--- config.mk ---
export PLATFORM = sky130hd
export DESIGN_NAME = uart_tx_arbiter
export DESIGN_NICKNAME = d
export VERILOG_FILES = /design/src/rtl/uart_pkg.sv /design/src/rtl/uart_tx_arbiter_rr_pick.sv /design/src/rtl/uart_tx_arbiter.sv
export SDC_FILE = /design/constraint.sdc
export NUM_CORES = 1
export LEC_CHECK = 0
export BUFFER_PORTS_ARGS = -buffer_cell sky130_fd_sc_hd__buf_2
export CAP_MARGIN = 20
export CORE_MARGIN = 5
export CORE_UTILIZATION = 45
export DETAILED_ROUTE_END_ITERATION = 6
export MAX_ROUTING_LAYER = met4
export PLACE_DENSITY = 0.81
export SLEW_MARGIN = 20
export SYNTH_ARGS = -nofsm -noshare
export SYNTH_HDL_FRONTEND = slang
export SYNTH_SLANG_ARGS = --single-unit
export TNS_END_PERCENT = 50
--- constraint.sdc ---
create_clock -name clk -period 3.5 [get_ports clk]
set_input_delay 0.175 -clock clk [delete_from_list [all_inputs] [get_ports clk]]
set_output_delay 0.175 -clock clk [all_outputs]
set_load 0.05 [all_outputs]
--- src/rtl/uart_pkg.sv ---
// uart_pkg -- shared types and constants for the UART block family
// (RX, TX and the TX arbiter).
//
// Contents:
//   arb_state_t              : TX arbiter FSM state (IDLE, TAG, STREAM)
//   BITS_PER_WORD_DEFAULT    : default byte width on every UART byte stream
package uart_pkg;

  localparam int BITS_PER_WORD_DEFAULT = 8;

  // TAG is only reachable when the arbiter is built with UART_ARB_TAG_EN.
  typedef enum logic [1:0] {
    IDLE   = 2'd0,
    TAG    = 2'd1,
    STREAM = 2'd2
  } arb_state_t;

endpackage

--- src/rtl/uart_tx_arbiter_rr_pick.sv ---
// rr_pick -- combinational round-robin picker.
//
// Returns the first asserted request at or after ptr, wrapping modulo N_REQ.
//
// Ports:
//   req   in  N_REQ  request vector
//   ptr   in  PW     index to start searching from (0..N_REQ-1)
//   gnt   out N_REQ  one-hot winner, all zeros when nothing is requested
//   valid out 1      at least one request is asserted
module rr_pick #(
  parameter int N_REQ = 4,
  parameter int PW    = $clog2(N_REQ)
) (
  input  logic [N_REQ-1:0] req,
  input  logic [PW-1:0]    ptr,
  output logic [N_REQ-1:0] gnt,
  output logic             valid
);

  // One extra bit so ptr + offset cannot overflow before the wrap.
  logic [PW:0] sum;

  always_comb begin
    gnt   = '0;
    valid = 1'b0;
    sum   = '0;
    for (int k = 0; k < N_REQ; k++) begin
      sum = {1'b0, ptr} + (PW+1)'(k);
      if (sum >= (PW+1)'(N_REQ)) begin
        sum = sum - (PW+1)'(N_REQ);
      end
      if (!valid && req[sum[PW-1:0]]) begin
        gnt[sum[PW-1:0]] = 1'b1;
        valid            = 1'b1;
      end
    end
  end

endmodule

--- src/rtl/uart_tx_arbiter.sv ---
// uart_tx_arbiter -- round-robin, packet-locked scheduler sharing one UART
// transmitter among N_REQ byte-stream requesters.
//
// Once a requester is granted it owns the transmitter until its last byte is
// accepted or it stalls (s_valid low) long enough for the idle timeout to
// revoke the grant.
//
// Optional feature: define UART_ARB_TAG_EN to emit a one-byte tag (owner
// index, zero-extended) ahead of every granted packet.
//
// Handshake: a beat happens on a rising edge where valid & ready are both
// high. Once valid is raised by a producer it is not withdrawn by this block
// before the beat; ready may go high without valid and never waits on it.
//
// Ports:
//   clk, rstn  clock, asynchronous active-low reset
//   s_valid    in  N_REQ        per-requester byte valid
//   s_last     in  N_REQ        per-requester last byte of packet
//   s_data     in  N_REQ*BPW    requester i at [i*BPW +: BPW]
//   s_ready    out N_REQ        per-requester accept (only the owner's bit)
//   m_valid    out 1            byte valid to the TX core
//   m_data     out BPW          byte to the TX core
//   m_ready    in  1            TX core accepts a byte
//   grant      out N_REQ        registered one-hot owner, zero when idle
//   busy       out 1            registered, high in any state except IDLE
//   timeout    out 1            registered one-cycle pulse on grant revoke
//   dbg_state  out arb_state_t  current FSM state
module uart_tx_arbiter
  import uart_pkg::*;
#(
  parameter int N_REQ         = 4,
  parameter int BITS_PER_WORD = BITS_PER_WORD_DEFAULT,
  parameter int IDLE_TIMEOUT  = 1024
) (
  input  logic                           clk,
  input  logic                           rstn,
  input  logic [N_REQ-1:0]               s_valid,
  input  logic [N_REQ-1:0]               s_last,
  input  logic [N_REQ*BITS_PER_WORD-1:0] s_data,
  output logic [N_REQ-1:0]               s_ready,
  output logic                           m_valid,
  output logic [BITS_PER_WORD-1:0]       m_data,
  input  logic                           m_ready,
  output logic [N_REQ-1:0]               grant,
  output logic                           busy,
  output logic                           timeout,
  output arb_state_t                     dbg_state
);

  localparam int PW = $clog2(N_REQ);
  // A zero timeout still needs a legal one-bit counter.
  localparam int CW = (IDLE_TIMEOUT > 0) ? $clog2(IDLE_TIMEOUT + 1) : 1;
  localparam logic [CW-1:0] CNT_MAX = (IDLE_TIMEOUT > 0) ? CW'(IDLE_TIMEOUT - 1) : '0;

  arb_state_t             state_q, state_d;
  logic [N_REQ-1:0]       grant_q, grant_d;
  logic [PW-1:0]          rr_ptr_q, rr_ptr_d;
  logic [CW-1:0]          cnt_q, cnt_d;
  logic                   timeout_d;

  logic [N_REQ-1:0]       pick_gnt;
  logic                   pick_valid;

  logic [PW-1:0]          owner_idx;
  logic [PW-1:0]          next_ptr;
  logic [BITS_PER_WORD-1:0] owner_data;
  logic                   owner_valid;
  logic                   owner_last;

  rr_pick #(
    .N_REQ (N_REQ),
    .PW    (PW)
  ) u_rr_pick (
    .req   (s_valid),
    .ptr   (rr_ptr_q),
    .gnt   (pick_gnt),
    .valid (pick_valid)
  );

  // Decode the one-hot owner into an index plus its stream signals.
  always_comb begin
    owner_idx   = '0;
    owner_data  = '0;
    owner_valid = 1'b0;
    owner_last  = 1'b0;
    for (int i = 0; i < N_REQ; i++) begin
      if (grant_q[i]) begin
        owner_idx   = PW'(i);
        owner_data  = s_data[i*BITS_PER_WORD +: BITS_PER_WORD];
        owner_valid = s_valid[i];
        owner_last  = s_last[i];
      end
    end
  end

  // The requester after the current owner gets first claim next time.
  assign next_ptr = (owner_idx == PW'(N_REQ - 1)) ? '0 : owner_idx + PW'(1);

  always_comb begin
    state_d   = state_q;
    grant_d   = grant_q;
    rr_ptr_d  = rr_ptr_q;
    cnt_d     = cnt_q;
    timeout_d = 1'b0;
    m_valid   = 1'b0;
    m_data    = '0;
    s_ready   = '0;

    case (state_q)
      IDLE: begin
        if (pick_valid) begin
          grant_d = pick_gnt;
          cnt_d   = '0;
`ifdef UART_ARB_TAG_EN
          state_d = TAG;
`else
          state_d = STREAM;
`endif
        end
      end

`ifdef UART_ARB_TAG_EN
      TAG: begin
        // Tag byte comes from the arbiter itself; requesters stay stalled.
        m_valid = 1'b1;
        m_data  = BITS_PER_WORD'(owner_idx);
        if (m_ready) begin
          state_d = STREAM;
          cnt_d   = '0;
        end
      end
`endif

      STREAM: begin
        m_valid = owner_valid;
        m_data  = owner_data;
        s_ready = grant_q & {N_REQ{m_ready}};
        if (owner_valid && m_ready) begin
          // A beat always beats the timeout threshold.
          cnt_d = '0;
          if (owner_last) begin
            state_d  = IDLE;
            grant_d  = '0;
            rr_ptr_d = next_ptr;
          end
        end else if (!owner_valid && (IDLE_TIMEOUT != 0)) begin
          // Only stalls with m_valid low count, so a revoke never
          // withdraws a byte that the TX core is looking at.
          if (cnt_q == CNT_MAX) begin
            timeout_d = 1'b1;
            state_d   = IDLE;
            grant_d   = '0;
            rr_ptr_d  = next_ptr;
            cnt_d     = '0;
          end else begin
            cnt_d = cnt_q + CW'(1);
          end
        end
      end

      default: begin
        state_d = IDLE;
        grant_d = '0;
        cnt_d   = '0;
      end
    endcase
  end

  always_ff @(posedge clk or negedge rstn) begin
    if (!rstn) begin
      state_q  <= IDLE;
      grant_q  <= '0;
      rr_ptr_q <= '0;
      cnt_q    <= '0;
      busy     <= 1'b0;
      timeout  <= 1'b0;
    end else begin
      state_q  <= state_d;
      grant_q  <= grant_d;
      rr_ptr_q <= rr_ptr_d;
      cnt_q    <= cnt_d;
      busy     <= (state_d != IDLE);
      timeout  <= timeout_d;
    end
  end

  assign grant     = grant_q;
  assign dbg_state = state_q;

endmodule

# Word level (Yosys, flattened, before mapping)

Index checks and enable logic that the tools add are counted.

Equal/unequal tests: 9
Add/sub/neg operators: 9
Mux-type cells: 72
Bitwise operators: 4
$lt $le $gt $ge: 12
Reduce and logical (&&, ||, !) cells: 17

Operators with widths:

| operator                                                               | number |
|---|---|
| 11-bit two-way mux                                                     | 4 |
| 4-bit two-way mux                                                      | 10 |
| 8-bit two-way mux                                                      | 5 |
| 2-bit two-way mux                                                      | 16 |
| 1-bit two-way mux                                                      | 26 |
| 11-bit one-hot mux with 2 select lines                                 | 1 |
| 2-bit by 3-bit < comparator with 1-bit output (second input constant)  | 4 |
| 4-bit bitwise OR                                                       | 3 |
| 11-bit by 1-bit adder with 11-bit output (second input constant)       | 1 |
| 11-bit by 10-bit == test with 1-bit output (second input constant)     | 1 |
| 3-bit >= comparator (second input constant)                            | 3 |
| 3-bit != test (second input constant)                                  | 3 |
| 1-bit binary-select mux with 2-bit select                              | 4 |
| 1-bit demux with 2-bit select                                          | 4 |
| 2-bit by 1-bit >= comparator with 1-bit output (second input constant) | 4 |
| 1-bit logical AND                                                      | 8 |
| 4-bit one-hot mux with 2 select lines                                  | 1 |
| 4-bit AND reduction                                                    | 2 |
| 2-bit by 1-bit subtractor with 2-bit output (second input constant)    | 4 |
| 2-bit by 2-bit adder with 3-bit output (second input constant)         | 2 |
| 4-bit bitwise AND                                                      | 1 |
| 2-bit == test (second input constant)                                  | 2 |
| 2-bit != test (second input constant)                                  | 2 |
| 2-bit one-hot mux with 2 select lines                                  | 1 |
| other kinds (8)                                                        | 11 |

Input bits: 43
Register bits after elaboration: 21

# Depth between registers and ports, before layout

Depth after elaboration: 17
Depth in mapped cells: 8
Mapped depth without buffers: 7

# Cells and area by module

A second synthesis with hierarchy kept.

Cell total of the unflattened synthesis: 230
Area, all modules: 1931.9 um2

Modules (own cells, without submodules):

| module          | area an instance (um2) | seq. area each (um2) | cells each | instances |
|---|---|---|---|---|
| uart_tx_arbiter | 1423.9                 | 525.5                | 168        | 1 |
| rr_pick         | 508.0                  | 0.0                  | 62         | 1 |

# Least setup slack after synthesis

No wires, ideal clock.

Path type: reg-to-reg
From: register rr_ptr_q[0]
To: register grant_q[1] (netlist: grant[1])
Buffers on the path: 1
Cell stages (with the launch flop): 9
Path slack: 1.252 ns
Data required time: 3.410 ns
Data arrival time: 2.158 ns
Path through: dfrtp_1 -> buf_6 -> inv_1 -> ha_1 -> mux4_2 -> nor2b_4 -> a221oi_1 -> or3_1 -> o2111ai_1

Longest elaborated chain between the ends: 16
Elaborated cells between the ends (all ways): 64
Classes of those cells: add/sub (7); order compare (12); eq/ne (1); mux (30); bitwise (3); reduce/logical (11)

Ends and longest elaborated chain:

| item                                                                            | line                   | source |
|---|---|---|
| start: declaration                                                              | uart_tx_arbiter.sv:57  | `logic [PW-1:0] rr_ptr_q, rr_ptr_d;` |
| start signal: assignment                                                        | uart_tx_arbiter.sv:180 | `rr_ptr_q <= rr_ptr_d;` |
| branches (longest 16 deep; another with 2-bit by 1-bit adder with 3-bit output) | --                     |  |
| end signal: assignment                                                          | uart_tx_arbiter.sv:179 | `grant_q <= grant_d;` |
| end: declaration                                                                | uart_tx_arbiter.sv:56  | `logic [N_REQ-1:0] grant_q, grant_d;` |

Several ways; the timed one is not identified. The select of a mux whose other input is x is not followed.
A chain may end at the register's enable or synchronous reset.

# Final worst setup path

Same ends and word-level chain as after synthesis.

==> qor.csv <==
stage,metric,value,unit
placement,Port Buffer Count,63,
drt,antenna-violating nets left,0,
global_route,initial antenna violation count,0,
die,die area,0.005636,sq mm
drt,initial DRC count,110,
global_route,pin count of the biggest net entering global routing,26,
worst_setup_path,critical-path maximum fanout,14,
final_layout,"commonest non-fill, non-tap cell in the layout",buf_2,
worst_setup_path,CP max stage cell,dfrtp_1,
timing,setup TNS,0,ns
final_layout,area grow syn2layout,18.38,%
drt,Metal-1 WL,2.165,mm
outcome,status,"finished, final reports clean",
power_and_ir_drop,Seq pwr share,28.5,%
timing,RSZ-0062 raised after global routing,false,
die,Initial Util,46.96,%
power_and_ir_drop,cell-internal power,0.0006924,W
placement,HPWL after detailed placement,3.774,mm
placement,Post-Place Cells,325,
power_and_ir_drop,combinational fraction of design power,60.3,%
worst_setup_path,"Critical Path, Cell by Cell","inv_1, ha_1, mux4_2, nor2b_4, a221oi_1, or3_1, o2111ai_1",
synth,Synth Warn #,0,
final_layout,share of layout cells above drive strength 1,29.64,%
power_and_ir_drop,power share of the clock group,11.1,%
timing,Min Hold Slack,0.4004,ns
timing,Worst Skew,0.003417,ns
power_and_ir_drop,Pwr Total,0.001446,W
die,# IOs,64,
cts,CTS-repair resized insts,0,
drt,first drt pass iteration count,4,
cts,Clock Latency Late Sink,0.26,ns
worst_setup_path,signal arrival time at the worst endpoint,2.78,ns
die,Core Region,0.004058,sq mm
power_and_ir_drop,sw frac,52.12,%
worst_setup_path,required time of the worst setup path,3.68,ns
cts,CTS sink count,21,
drt,DRC errors left,0,
cts,clock root cell,clkbuf_8,
global_route,GRT Residual Overflow,0,
worst_setup_path,worst r2r path cells,7,
cts,setup bufs post-CTS,0,
final_layout,Finished Layout Cells,330,
timing,"Hold Vio Cnt, Final",0,
worst_setup_path,crit path kind,flip-flop to flip-flop,
synth,async set-reset flop share out of synthesis,100.0,%
power_and_ir_drop,Net Sw Power,0.0007539,W
global_route,GRT Util Overall,17.79,%
worst_setup_path,"Largest stage delay, worst path",0.64,ns
timing,Setup Viol. Count Final,0,
power_and_ir_drop,Pleak,1.049,nW
worst_setup_path,Critical Path Start Type,flip-flop,
power_and_ir_drop,maximum vdd drop,243.3,uV
synth,#FFs+latches synth,21,
drt,routed wl met3,467,microns
final_layout,fin util,55.60,%
die,width of the chip,75.08,microns
synth,ys flop type,dfrtp_1,
cts,TritonCTS clock tree,yes,
timing,minimum clock period,2.604,ns
final_layout,nets@finish,333,
drt,Met2 Wirelength,2.309,mm
cts,"CTS clk-pin slew, worst paths",0.08,ns
synth,post-synthesis sequential area ratio,27.58,%
cts,CTS buffer count,3,
drt,vias per inst,5.761,
timing,part of the cycle the worst path needs,74.39,%
global_route,global-route wire length before repair,7.596,mm
drt,via count,1901,
worst_setup_path,Reg2Reg Capture Point,grant[1],
die,# rows,23,
drt,drt wl/cell,15.18,microns
timing,fin. max-slew vios,0,
synth,Gate Count Post-Synth,224,
synth,syn nets,276,
worst_hold_path,Min-Delay Path Class,primary input to async pin,
worst_setup_path,Top delay family on crit path,flip-flops,
timing,Slew @ Worst Pin,0.7391,ns
synth,Mapped Avg Cell Area,8.507,sq um
worst_setup_path,worst path bufs/invs,1,
worst_setup_path,Critical R2R Launch,rr_ptr_q[0],
timing,Rel. slew slack,50.72,%
worst_setup_path,crit path capture type,flip-flop,
global_route,vias in the first global route,1635,
power_and_ir_drop,Power Dens Cells,641.1,mW/mm^2
run,max cap viols,0,
synth,post-synth cell types,54,
final_layout,antenna fix cells,0,
drt,total routed wirelength,5.008,mm
timing,upper clock frequency limit,384.1,MHz
final_layout,most frequent cells in the layout,"buf_2 (63), nor2_1 (29), dfrtp_1 (21)",
synth,Post-synth EDFFs,0,
cts,CTS Buffer Depth,2,
worst_setup_path,FF-to-FF setup slack,0.90,ns
synth,cell area after synthesis,0.001906,sq mm
cts,Max H-tree Level,1,
die,die height,75.08,microns
drt,DR top layer,met4,
placement,Placer Congestion,0.8967,
worst reg2reg max path, stage by stage, from the launching register on:
cell and delay (ns):
dfrtp_1 0.64, inv_1 0.19, ha_1 0.40, mux4_2 0.60, nor2b_4 0.18, a221oi_1 0.09
or3_1 0.32, o2111ai_1 0.11
Yosys cell counts (5+ instances only):
| cell | instances | area [sq um] |
|---|---|---|
| nor2_1 | 29 | 108.9 |
| dfrtp_1 | 21 | 525.5 |
| a21oi_1 | 19 | 95.09 |
| nand2_1 | 15 | 56.30 |
| a221oi_1 | 11 | 96.34 |
| inv_1 | 10 | 37.54 |
| ha_1 | 9 | 112.6 |
| nor3_1 | 9 | 45.04 |
| nand3_1 | 8 | 40.04 |
| nand4_1 | 8 | 50.05 |
| and3_1 | 7 | 43.79 |
| o21ai_0 | 6 | 30.03 |
| or3_1 | 6 | 37.54 |
| clkbuf_1 | 5 | 18.77 |
stage by stage:
| stage | setup WS (ns) | instance area [sq um] |
|---|---|---|
| finish | 0.8962 | 2256 |
| global route | 0.7446 | 2256 |
| CTS | 0.9118 | 2256 |
| detailed placement | 0.9312 | 2200 |
| global placement | 1.025 | 2200 |
| floorplan | 1.252 | 1906 |
sequential cells by signal, indices dropped and copies added (netlist names):
signal and count:
dbg_state 2, busy 1, cnt_q 11, timeout 1, grant 4, rr_ptr_q 2
cell type report:
| cell class | count | area, sq um |
|---|---|---|
| fillers | 377 | 1802 |
| clock inverters | 1 | 5.005 |
| clock buffers | 3 | 41.29 |
| flip-flops and latches | 21 | 525.5 |
| well taps | 50 | 62.56 |
| repair buffers | 64 | 325.3 |
| inverters | 10 | 37.54 |
| multi-input cells | 181 | 1259 |
how the worst max path moves through the flow:
| stage | start | depth (start not counted) | end | slack, ns |
|---|---|---|---|---|
| detailed placement | rr_ptr_q[0] | 7 | grant[1] | 0.93 |
| floorplan | rr_ptr_q[0] | 8 | grant[1] | 1.25 |
| global route | rr_ptr_q[0] | 7 | grant[1] | 0.74 |
| finish | rr_ptr_q[0] | 7 | grant[1] | 0.90 |
| global placement | rr_ptr_q[0] | 7 | grant[1] | 1.03 |
| CTS | rr_ptr_q[0] | 7 | grant[1] | 0.91 |
layer usage:
| metal | vias up | global-route usage [%] |
|---|---|---|
| li1 | 945 | - |
| met1 | 874 | 21.78 |
| met2 | 76 | 30.27 |
| met3 | 6 | 2.937 |
| met4 | 0 | 4.743 |
| met5 | - | - |
cells by family (layout without fill, tap and decap cells):
family                     after synthesis  after routing  synth area share (%)
AOI/OAI and AO/OA                       60             60                 23.38
adders and majority gates                9              9                 5.909
buffers and inverters                   22             78                 6.369
DFF                                     21             21                 27.58
muxes                                    8              8                 5.647
other                                    1              1                0.1968
and+or+nand+nor                        103            103                 30.93
power groups by stage:
stage | Sequential, W | Combinational, W | Clock (W)
2_1_floorplan | 0.000416 | 0.000705 | 0
3_3_place_gp | 0.000412 | 0.000847 | 0
3_5_place_dp | 0.000418 | 0.000861 | 0
4_1_cts | 0.000413 | 0.000870 | 0.000168
5_1_grt | 0.000431 | 0.000950 | 0.000175
6_report | 0.000412 | 0.000873 | 0.000161
what timing repair did:
action	CTS	global route
hold endpoints to repair	21	0
setup endpoints to repair	0	0
hold buffers	1	0
No activity file was read; power rests on OpenSTA's default activity.
